<file path="src/rtl/core_if_prefetch_pkg.sv">
// Shared bus widths and fetch defaults for the instruction-fetch front end.
package core_if_prefetch_pkg;
  localparam int INST_BUS_W       = 32;
  localparam int MEM_ADDR_BUS_W   = 32;
  localparam logic [MEM_ADDR_BUS_W-1:0] RESET_PC_DEFAULT = '0;
  localparam int PC_STEP_DEFAULT  = 4;

  // Width of a counter that must hold 0..depth inclusive.
  function automatic int level_width(input int depth);
    return $clog2(depth + 1);
  endfunction
endpackage

</file>
<file path="src/rtl/core_if_prefetch_if.sv">
// Fetch front-end bundle: redirect/hold controls, ROM request/response, decode handshake.
interface core_if_prefetch_if
  import core_if_prefetch_pkg::*;
#(
  parameter int ADDR_W = MEM_ADDR_BUS_W,
  parameter int INST_W = INST_BUS_W,
  parameter int DEPTH  = 4
) ();
  localparam int LVL_W = level_width(DEPTH);

  logic              jump_flag_in;
  logic [ADDR_W-1:0] jump_addr_in;
  logic              hold_flag_in;
  logic              rom_req_valid_out;
  logic              rom_req_ready_in;
  logic [ADDR_W-1:0] rom_addr_out;
  logic              rom_rsp_valid_in;
  logic [INST_W-1:0] rom_rsp_data_in;
  logic              inst_valid_out;
  logic              inst_ready_in;
  logic [INST_W-1:0] inst_out;
  logic [ADDR_W-1:0] inst_addr_out;
  logic [LVL_W-1:0]  level_out;

  modport master (
    input  jump_flag_in, jump_addr_in, hold_flag_in,
    output rom_req_valid_out, rom_addr_out,
    input  rom_req_ready_in, rom_rsp_valid_in, rom_rsp_data_in,
    output inst_valid_out, inst_out, inst_addr_out, level_out,
    input  inst_ready_in
  );

  modport slave (
    output jump_flag_in, jump_addr_in, hold_flag_in,
    input  rom_req_valid_out, rom_addr_out,
    output rom_req_ready_in, rom_rsp_valid_in, rom_rsp_data_in,
    input  inst_valid_out, inst_out, inst_addr_out, level_out,
    output inst_ready_in
  );
endinterface

</file>
<file path="src/rtl/core_sync_fifo.sv">
// Generic synchronous FIFO; flush empties it in one cycle.
// Latency: pushed word is at the head the cycle after the push.
// Backpressure: push while full and pop while empty are ignored; full/empty exposed to the caller.
module core_sync_fifo
  import core_if_prefetch_pkg::*;
#(
  parameter int WIDTH = 64,
  parameter int DEPTH = 4
) (
  input  logic                          clk,
  input  logic                          rst,
  input  logic                          push,
  input  logic [WIDTH-1:0]              push_dat,
  input  logic                          pop,
  input  logic                          flush,
  output logic [WIDTH-1:0]              head_dat,
  output logic [level_width(DEPTH)-1:0] level,
  output logic                          full,
  output logic                          empty
);
  localparam int LVL_W = level_width(DEPTH);
  localparam int AW    = (DEPTH > 1) ? $clog2(DEPTH) : 1;

  logic [WIDTH-1:0] mem [DEPTH];
  logic [AW-1:0]    wr_ptr, rd_ptr;
  logic [LVL_W-1:0] count;
  logic             push_ok, pop_ok;

  assign full     = (count == LVL_W'(DEPTH));
  assign empty    = (count == '0);
  assign push_ok  = push && !full;
  assign pop_ok   = pop && !empty;
  assign head_dat = mem[rd_ptr];
  assign level    = count;

  always_ff @(posedge clk) begin
    if (rst) begin
      wr_ptr <= '0;
      rd_ptr <= '0;
      count  <= '0;
      for (int i = 0; i < DEPTH; i++) mem[i] <= '0;
    end else if (flush) begin
      wr_ptr <= '0;
      rd_ptr <= '0;
      count  <= '0;
    end else begin
      if (push_ok) begin
        mem[wr_ptr] <= push_dat;
        wr_ptr      <= wr_ptr + AW'(1);
      end
      if (pop_ok) rd_ptr <= rd_ptr + AW'(1);
      count <= count + LVL_W'(push_ok) - LVL_W'(pop_ok);
    end
  end
endmodule

</file>
<file path="src/rtl/core_if_prefetch.sv">
// Instruction-fetch front end: PC generation, ROM request issue and a prefetch queue.
// Latency: response in cycle N is presented to decode in cycle N+1; jump target requested the next cycle.
// Backpressure: requests stop once in-flight plus queued reaches DEPTH; hold blocks issue only.
module core_if_prefetch
  import core_if_prefetch_pkg::*;
#(
  parameter int                ADDR_W   = MEM_ADDR_BUS_W,
  parameter int                INST_W   = INST_BUS_W,
  parameter int                DEPTH    = 4,
  parameter logic [ADDR_W-1:0] RESET_PC = ADDR_W'(RESET_PC_DEFAULT),
  parameter int                PC_STEP  = PC_STEP_DEFAULT
) (
  input  logic               clk,
  input  logic               rst,
  core_if_prefetch_if.master bus
);
  localparam int LVL_W = level_width(DEPTH);

  typedef struct packed {
    logic [INST_W-1:0] inst;
    logic [ADDR_W-1:0] addr;
  } entry_t;

  logic [ADDR_W-1:0]        fetch_pc, rsp_pc;
  logic [LVL_W-1:0]         outstanding, discard, level;
  logic [LVL_W:0]           credit_used;
  logic                     full, empty;
  logic                     req_vld, req_fire, rsp_fire, keep_rsp, drop_rsp;
  logic                     push, pop, flush, inst_vld;
  entry_t                   push_entry, head;
  logic [$bits(entry_t)-1:0] head_vec;

  always_comb begin
    credit_used = {1'b0, outstanding} + {1'b0, level};
    req_vld  = !rst && !bus.jump_flag_in && !bus.hold_flag_in
               && (credit_used < (LVL_W+1)'(DEPTH));
    req_fire = req_vld && bus.rom_req_ready_in;
    // A response with nothing outstanding is a memory protocol error and is ignored.
    rsp_fire = bus.rom_rsp_valid_in && (outstanding != '0);
    drop_rsp = rsp_fire && (discard != '0);
    keep_rsp = rsp_fire && (discard == '0) && !bus.jump_flag_in;
    inst_vld = !rst && !bus.jump_flag_in && !empty;
    pop      = inst_vld && bus.inst_ready_in;
    push     = keep_rsp;
    flush    = bus.jump_flag_in;
  end

  assign push_entry = '{inst: bus.rom_rsp_data_in, addr: rsp_pc};
  assign head       = head_vec;

  core_sync_fifo #(
    .WIDTH ($bits(entry_t)),
    .DEPTH (DEPTH)
  ) u_queue (
    .clk      (clk),
    .rst      (rst),
    .push     (push),
    .push_dat (push_entry),
    .pop      (pop),
    .flush    (flush),
    .head_dat (head_vec),
    .level    (level),
    .full     (full),
    .empty    (empty)
  );

  always_ff @(posedge clk) begin
    if (rst) begin
      fetch_pc    <= RESET_PC;
      rsp_pc      <= RESET_PC;
      outstanding <= '0;
      discard     <= '0;
    end else begin
      outstanding <= outstanding + LVL_W'(req_fire) - LVL_W'(rsp_fire);
      if (bus.jump_flag_in) begin
        fetch_pc <= bus.jump_addr_in;
        rsp_pc   <= bus.jump_addr_in;
        // Stale responses already counted in discard are also in outstanding,
        // so every request still unanswered after this cycle becomes stale.
        discard  <= outstanding - LVL_W'(rsp_fire);
      end else begin
        if (req_fire) fetch_pc <= fetch_pc + ADDR_W'(PC_STEP);
        if (keep_rsp) rsp_pc   <= rsp_pc + ADDR_W'(PC_STEP);
        if (drop_rsp) discard  <= discard - LVL_W'(1);
      end
    end
  end

  assign bus.rom_req_valid_out = req_vld;
  assign bus.rom_addr_out      = fetch_pc;
  assign bus.inst_valid_out    = inst_vld;
  assign bus.inst_out          = head.inst;
  assign bus.inst_addr_out     = head.addr;
  assign bus.level_out         = level;

  a_rsp_expected: assert property (@(posedge clk) disable iff (rst)
    bus.rom_rsp_valid_in |-> (outstanding != '0));
  a_no_overflow: assert property (@(posedge clk) disable iff (rst)
    push |-> !full);
endmodule
</file>
<file path="src/flat_wrapper.sv">
// flat-port wrapper written by rule: the top's interface ports become plain ports
module core_if_prefetch_flat import core_if_prefetch_pkg::*;
#(
  parameter int                ADDR_W   = MEM_ADDR_BUS_W,
  parameter int                INST_W   = INST_BUS_W,
  parameter int                DEPTH    = 4,
  parameter logic [ADDR_W-1:0] RESET_PC = ADDR_W'(RESET_PC_DEFAULT),
  parameter int                PC_STEP  = PC_STEP_DEFAULT
)
  (clk, rst, bus_jump_flag_in, bus_jump_addr_in, bus_hold_flag_in, bus_rom_req_valid_out, bus_rom_addr_out, bus_rom_req_ready_in, bus_rom_rsp_valid_in, bus_rom_rsp_data_in, bus_inst_valid_out, bus_inst_out, bus_inst_addr_out, bus_level_out, bus_inst_ready_in);
  core_if_prefetch_if #(.ADDR_W(ADDR_W), .INST_W(INST_W), .DEPTH(DEPTH)) bus_i ();
  input  logic clk;
  input  logic rst;
  input wire logic [$bits(bus_i.jump_flag_in)-1:0] bus_jump_flag_in;
  input wire logic [$bits(bus_i.jump_addr_in)-1:0] bus_jump_addr_in;
  input wire logic [$bits(bus_i.hold_flag_in)-1:0] bus_hold_flag_in;
  output wire logic [$bits(bus_i.rom_req_valid_out)-1:0] bus_rom_req_valid_out;
  output wire logic [$bits(bus_i.rom_addr_out)-1:0] bus_rom_addr_out;
  input wire logic [$bits(bus_i.rom_req_ready_in)-1:0] bus_rom_req_ready_in;
  input wire logic [$bits(bus_i.rom_rsp_valid_in)-1:0] bus_rom_rsp_valid_in;
  input wire logic [$bits(bus_i.rom_rsp_data_in)-1:0] bus_rom_rsp_data_in;
  output wire logic [$bits(bus_i.inst_valid_out)-1:0] bus_inst_valid_out;
  output wire logic [$bits(bus_i.inst_out)-1:0] bus_inst_out;
  output wire logic [$bits(bus_i.inst_addr_out)-1:0] bus_inst_addr_out;
  output wire logic [$bits(bus_i.level_out)-1:0] bus_level_out;
  input wire logic [$bits(bus_i.inst_ready_in)-1:0] bus_inst_ready_in;
  assign bus_i.jump_flag_in = bus_jump_flag_in;
  assign bus_i.jump_addr_in = bus_jump_addr_in;
  assign bus_i.hold_flag_in = bus_hold_flag_in;
  assign bus_rom_req_valid_out = bus_i.rom_req_valid_out;
  assign bus_rom_addr_out = bus_i.rom_addr_out;
  assign bus_i.rom_req_ready_in = bus_rom_req_ready_in;
  assign bus_i.rom_rsp_valid_in = bus_rom_rsp_valid_in;
  assign bus_i.rom_rsp_data_in = bus_rom_rsp_data_in;
  assign bus_inst_valid_out = bus_i.inst_valid_out;
  assign bus_inst_out = bus_i.inst_out;
  assign bus_inst_addr_out = bus_i.inst_addr_out;
  assign bus_level_out = bus_i.level_out;
  assign bus_i.inst_ready_in = bus_inst_ready_in;
  core_if_prefetch #(.ADDR_W(ADDR_W), .INST_W(INST_W), .DEPTH(DEPTH), .RESET_PC(RESET_PC), .PC_STEP(PC_STEP)) u_core (.clk(clk), .rst(rst), .bus(bus_i));
endmodule
</file>
<file path="config.mk">
export PLATFORM = sky130hd
export DESIGN_NAME = core_if_prefetch_flat
export DESIGN_NICKNAME = d
export VERILOG_FILES = /design/src/rtl/core_if_prefetch_pkg.sv /design/src/rtl/core_if_prefetch_if.sv /design/src/rtl/core_sync_fifo.sv /design/src/rtl/core_if_prefetch.sv /design/src/flat_wrapper.sv
export SDC_FILE = /design/constraint.sdc
export NUM_CORES = 1
export LEC_CHECK = 0
export CAP_MARGIN = 30
export CELL_PAD_IN_SITES_DETAIL_PLACEMENT = 0
export CELL_PAD_IN_SITES_GLOBAL_PLACEMENT = 2
export CORE_MARGIN = 2
export CORE_UTILIZATION = 35
export DETAILED_ROUTE_END_ITERATION = 8
export GPL_ROUTABILITY_DRIVEN = 1
export PLACE_DENSITY_LB_ADDON = 0.1
export SLEW_MARGIN = 15
export SYNTH_ARGS = -nofsm -noshare
export SYNTH_HDL_FRONTEND = slang
export SYNTH_SLANG_ARGS = --single-unit
export TNS_END_PERCENT = 50
</file>
<file path="constraint.sdc">
create_clock -name clk -period 5.9 [get_ports clk]
set_input_delay 1.475 -clock clk [delete_from_list [all_inputs] [get_ports clk]]
set_output_delay 1.475 -clock clk [all_outputs]
set_load 0.005 [all_outputs]
</file>
==> metrics.csv <==
stage,metric,value,unit
status,outcome,"finished, final reports clean",
sta,Fmax,208.0,MHz
logic_synthesis,Post-Synthesis Mean Instance Area,13.09,um^2
critical_path,CP peak stage delay,610,ps
logic_synthesis,Post-synth EDFFs,256,
die,height of the die,214.3,um
logic_synthesis,Synth Cell Area,15470,um^2
place,Placed Area,17840,um^2
routing,drt first pass iters,4,
die,Core ar.,43930,um^2
flow_run,MaxCap Viol Count,0,
critical_path,slowest stage cell on the critical path,or4_1,
place,pre-CTS setup slack,1095,ps
clock_network,clk buf depth,3,
clock_network,Sink Count,335,
die,Initial Util,35.22,%
sta,Rel. slew slack,35.01,%
worst_hold_path,worst min path class,reg2reg,
logic_synthesis,yosys warns,0,
logic_synthesis,"Seq/Total Area, Yosys",59.90,%
logic_synthesis,synthesized net count,1267,
sta,final setup vio count,0,
critical_path,kind of critical path,in2out,
cells_and_area,fill cell count,4119,
critical_path,Critical Path RT,4430,ps
die,Rows,77,
routing,Via-to-Cell Ratio,5.063,
routing,drt wl/cell,20.90,um
grt,pin count of the biggest net entering global routing,98,
sta,Slew Limit Fails,0,
sta,Worst Skew,14.60,ps
grt,total track usage,17.77,%
power,P_leak,6.822,nW
grt,first-pass GRT wire length,63000,um
cells_and_area,P&R area growth vs syn,23.45,%
power,total power,0.005857,W
sta,setup TNS,0,ps
clock_network,CTS Buf Count,40,
sta,fin crit share,81.50,%
cells_and_area,Final #Nets,1417,
logic_synthesis,"Async S/R FF share, synth",0,%
cells_and_area,final antenna diode count,0,
place,Buffers on Ports,171,
sta,Final min period,4809,ps
place,HPWL Detailed,24670,um
grt,GRT overflow,0,
sta,"Hold Vio Cnt, Final",0,
routing,DRC viols,0,
critical_path,critical path buffer and inverter count,2,
critical_path,Worst path most repeated cell,clkdlybuf4s50_1,
power,Pwr per Cell Area,306.6,nW/um^2
logic_synthesis,"Top FF cell, synth",edfxtp_1,
clock_network,Clock Tree Root,clkbuf_16,
die,die span in x,214.3,um
critical_path,Startpoint Class,input pin,
sta,final worst slack,1091,ps
routing,final WL,40790,um
critical_path,"CP delay by family, top",buffers and inverters,
routing,via count,9883,
cells_and_area,sequential cell area,9276,um^2
critical_path,CP Capture Type,output pin,
clock_network,cts repair resizes,0,
grt,initial antenna violation count,0,
logic_synthesis,Synth Register Bits,335,
routing,Iter 0 DRT Violations,620,
critical_path,CP max FO,4,
sta,RSZ-0062 raised after global routing,false,
routing,number of routed nets with antenna violations,0,
clock_network,worst skew pair latency,550,ps
clock_network,hold_buf cts,0,
die,boundary pin count,172,
grt,vias in the first global route,10266,
power,Peak VDD IR,0.1528,mV
clock_network,"CTS clk-pin slew, worst paths",60,ps
logic_synthesis,Yosys cell types,66,
clock_network,H-tree levels,2,
cells_and_area,design area,19100,um^2
critical_path,CP Cell Sequence,"clkdlybuf4s50_1, or4_1, nor3_1, clkdlybuf4s50_1",
logic_synthesis,cells after synthesis,1182,
critical_path,Arrival @ worst endpoint,3330,ps
cells_and_area,area occupied by multi-input gates,5787,um^2
clock_network,Setup Buffers After CTS,0,
place,routability cong.,0.7480,
clock_network,CTS tree,done,
sta,Slew @ Worst Pin,974.9,ps
die,Die Area,45910,um^2
cells_and_area,layout cell share with drive strength beyond 1,13.16,%
-- synthesized netlist by cell type, types with 3 or more instances --
library cell,count,share of area [%]
xnor2_1,37,2.1
nand2_1,59,1.4
a211oi_1,24,1.2
and3_1,69,2.8
nand3_1,19,0.61
buf_6,5,0.36
or2_2,4,0.16
o21ai_0,14,0.45
nor4_1,12,0.49
ha_1,12,0.97
a22oi_1,3,0.15
and2_2,3,0.15
and4_1,4,0.23
nor2_1,56,1.4
nor4_2,6,0.49
clkbuf_1,69,1.7
a31oi_1,19,0.77
nand4_1,19,0.77
edfxtp_1,256,50
nor3_1,13,0.42
or3_1,6,0.24
nor2b_1,4,0.16
or4_1,6,0.29
mux4_2,64,9.3
and2_1,197,8.0
a21boi_0,5,0.24
a41oi_1,3,0.17
a21oi_1,27,0.87
dfxtp_1,79,10
mux2i_1,4,0.26
o21bai_1,4,0.19
buf_1,9,0.22
o211ai_1,3,0.15
xor2_1,5,0.28
inv_1,21,0.51
-- power breakdown --
| group | internal (W) | leakage [nW] | switching (W) | total [W] |
|---|---|---|---|---|
| sequential | 0.00270 | 3.30 | 0.0000972 | 0.00280 |
| clock | 0.00143 | 0.612 | 0.000978 | 0.00241 |
| combinational | 0.000336 | 2.91 | 0.000313 | 0.000649 |
-- sequential cells by signal, summed over array words and instances, names as in the netlist, named ones only --
name	flops
u_core.u_queue.level	3
u_core.discard	3
u_core.u_queue.mem	256
u_core.bus.rom_addr_out	32
u_core.u_queue.rd_ptr	2
u_core.outstanding	3
u_core.rsp_pc	32
u_core.u_queue.wr_ptr	2
-- final timing paths --
path	startpoint	endpoint	slack (ps)	cells past startpoint
worst max-delay path	bus_hold_flag_in	bus_rom_req_valid_out	1090	4
worst min-delay path	u_core.bus.rom_addr_out[0]	u_core.bus.rom_addr_out[0]	460	2
worst max register to register	u_core.discard[0]	u_core.u_queue.mem[2][22]	2630	9
worst min register to register	u_core.bus.rom_addr_out[0]	u_core.bus.rom_addr_out[0]	460	2
-- layout by cell type, fill, tap and decap left out, drive strengths merged, types with 37 or more instances in the layout --
| cell type | count |
|---|---|
| and3 | 71 |
| nand2 | 59 |
| clkdlybuf4s50 | 170 |
| and2 | 200 |
| edfxtp | 256 |
| nor2 | 56 |
| dfxtp | 79 |
| mux4 | 64 |
| xnor2 | 37 |
| clkbuf | 49 |
-- stage by stage --
step | utilization [%] | cells | hold WS (ps)
CTS | 43.48 | 1952 | 461.7
global placement | 40.54 | 1880 | 451.6
finish | 43.48 | 1952 | 460.7
global route | 43.48 | 1952 | 472.4
detailed placement | 40.62 | 1882 | 451.5
floorplan | - | 1182 | 452.7
-- layer usage --
metal / track usage (%) / vias to the layer above / part of all wire, %
met3: 2.738 / 58 / 4.0
met4: 5.278 / 0 / 2.2
met1: 24.44 / 4910 / 46
met2: 29.16 / 226 / 47
li1: - / 4689 / -
met5: 0 / - / 0
-- cell families after synthesis --
family | count (synthesis) | share of synthesized area [%]
and+or+nand+nor | 498 | 18.93
muxes | 70 | 9.719
AOI/OAI and AO/OA | 114 | 4.851
xor gates and xnor gates | 42 | 2.377
buffers and inverters | 109 | 3.000
DFF | 335 | 59.90
adders and majority gates | 14 | 1.229
-- worst reg2reg max path: cells and delay by family (launching register included) --
family,cells,cell delay (ps)
compound gates,1,220
fa+ha+maj,1,190
buf+inv,3,900
flops,1,290
simple gates,4,1310
-- cell type report --
cell class	count	share of cell area, %
Sequential cell	335	48.56
Multi-Input combinational cell	738	30.29
Timing Repair Buffer	195	10.24
Clock buffer	49	5.469
Tap cell	592	3.877
Clock inverter	21	1.127
Inverter	22	0.4323
(Power assumes the default switching activity.)
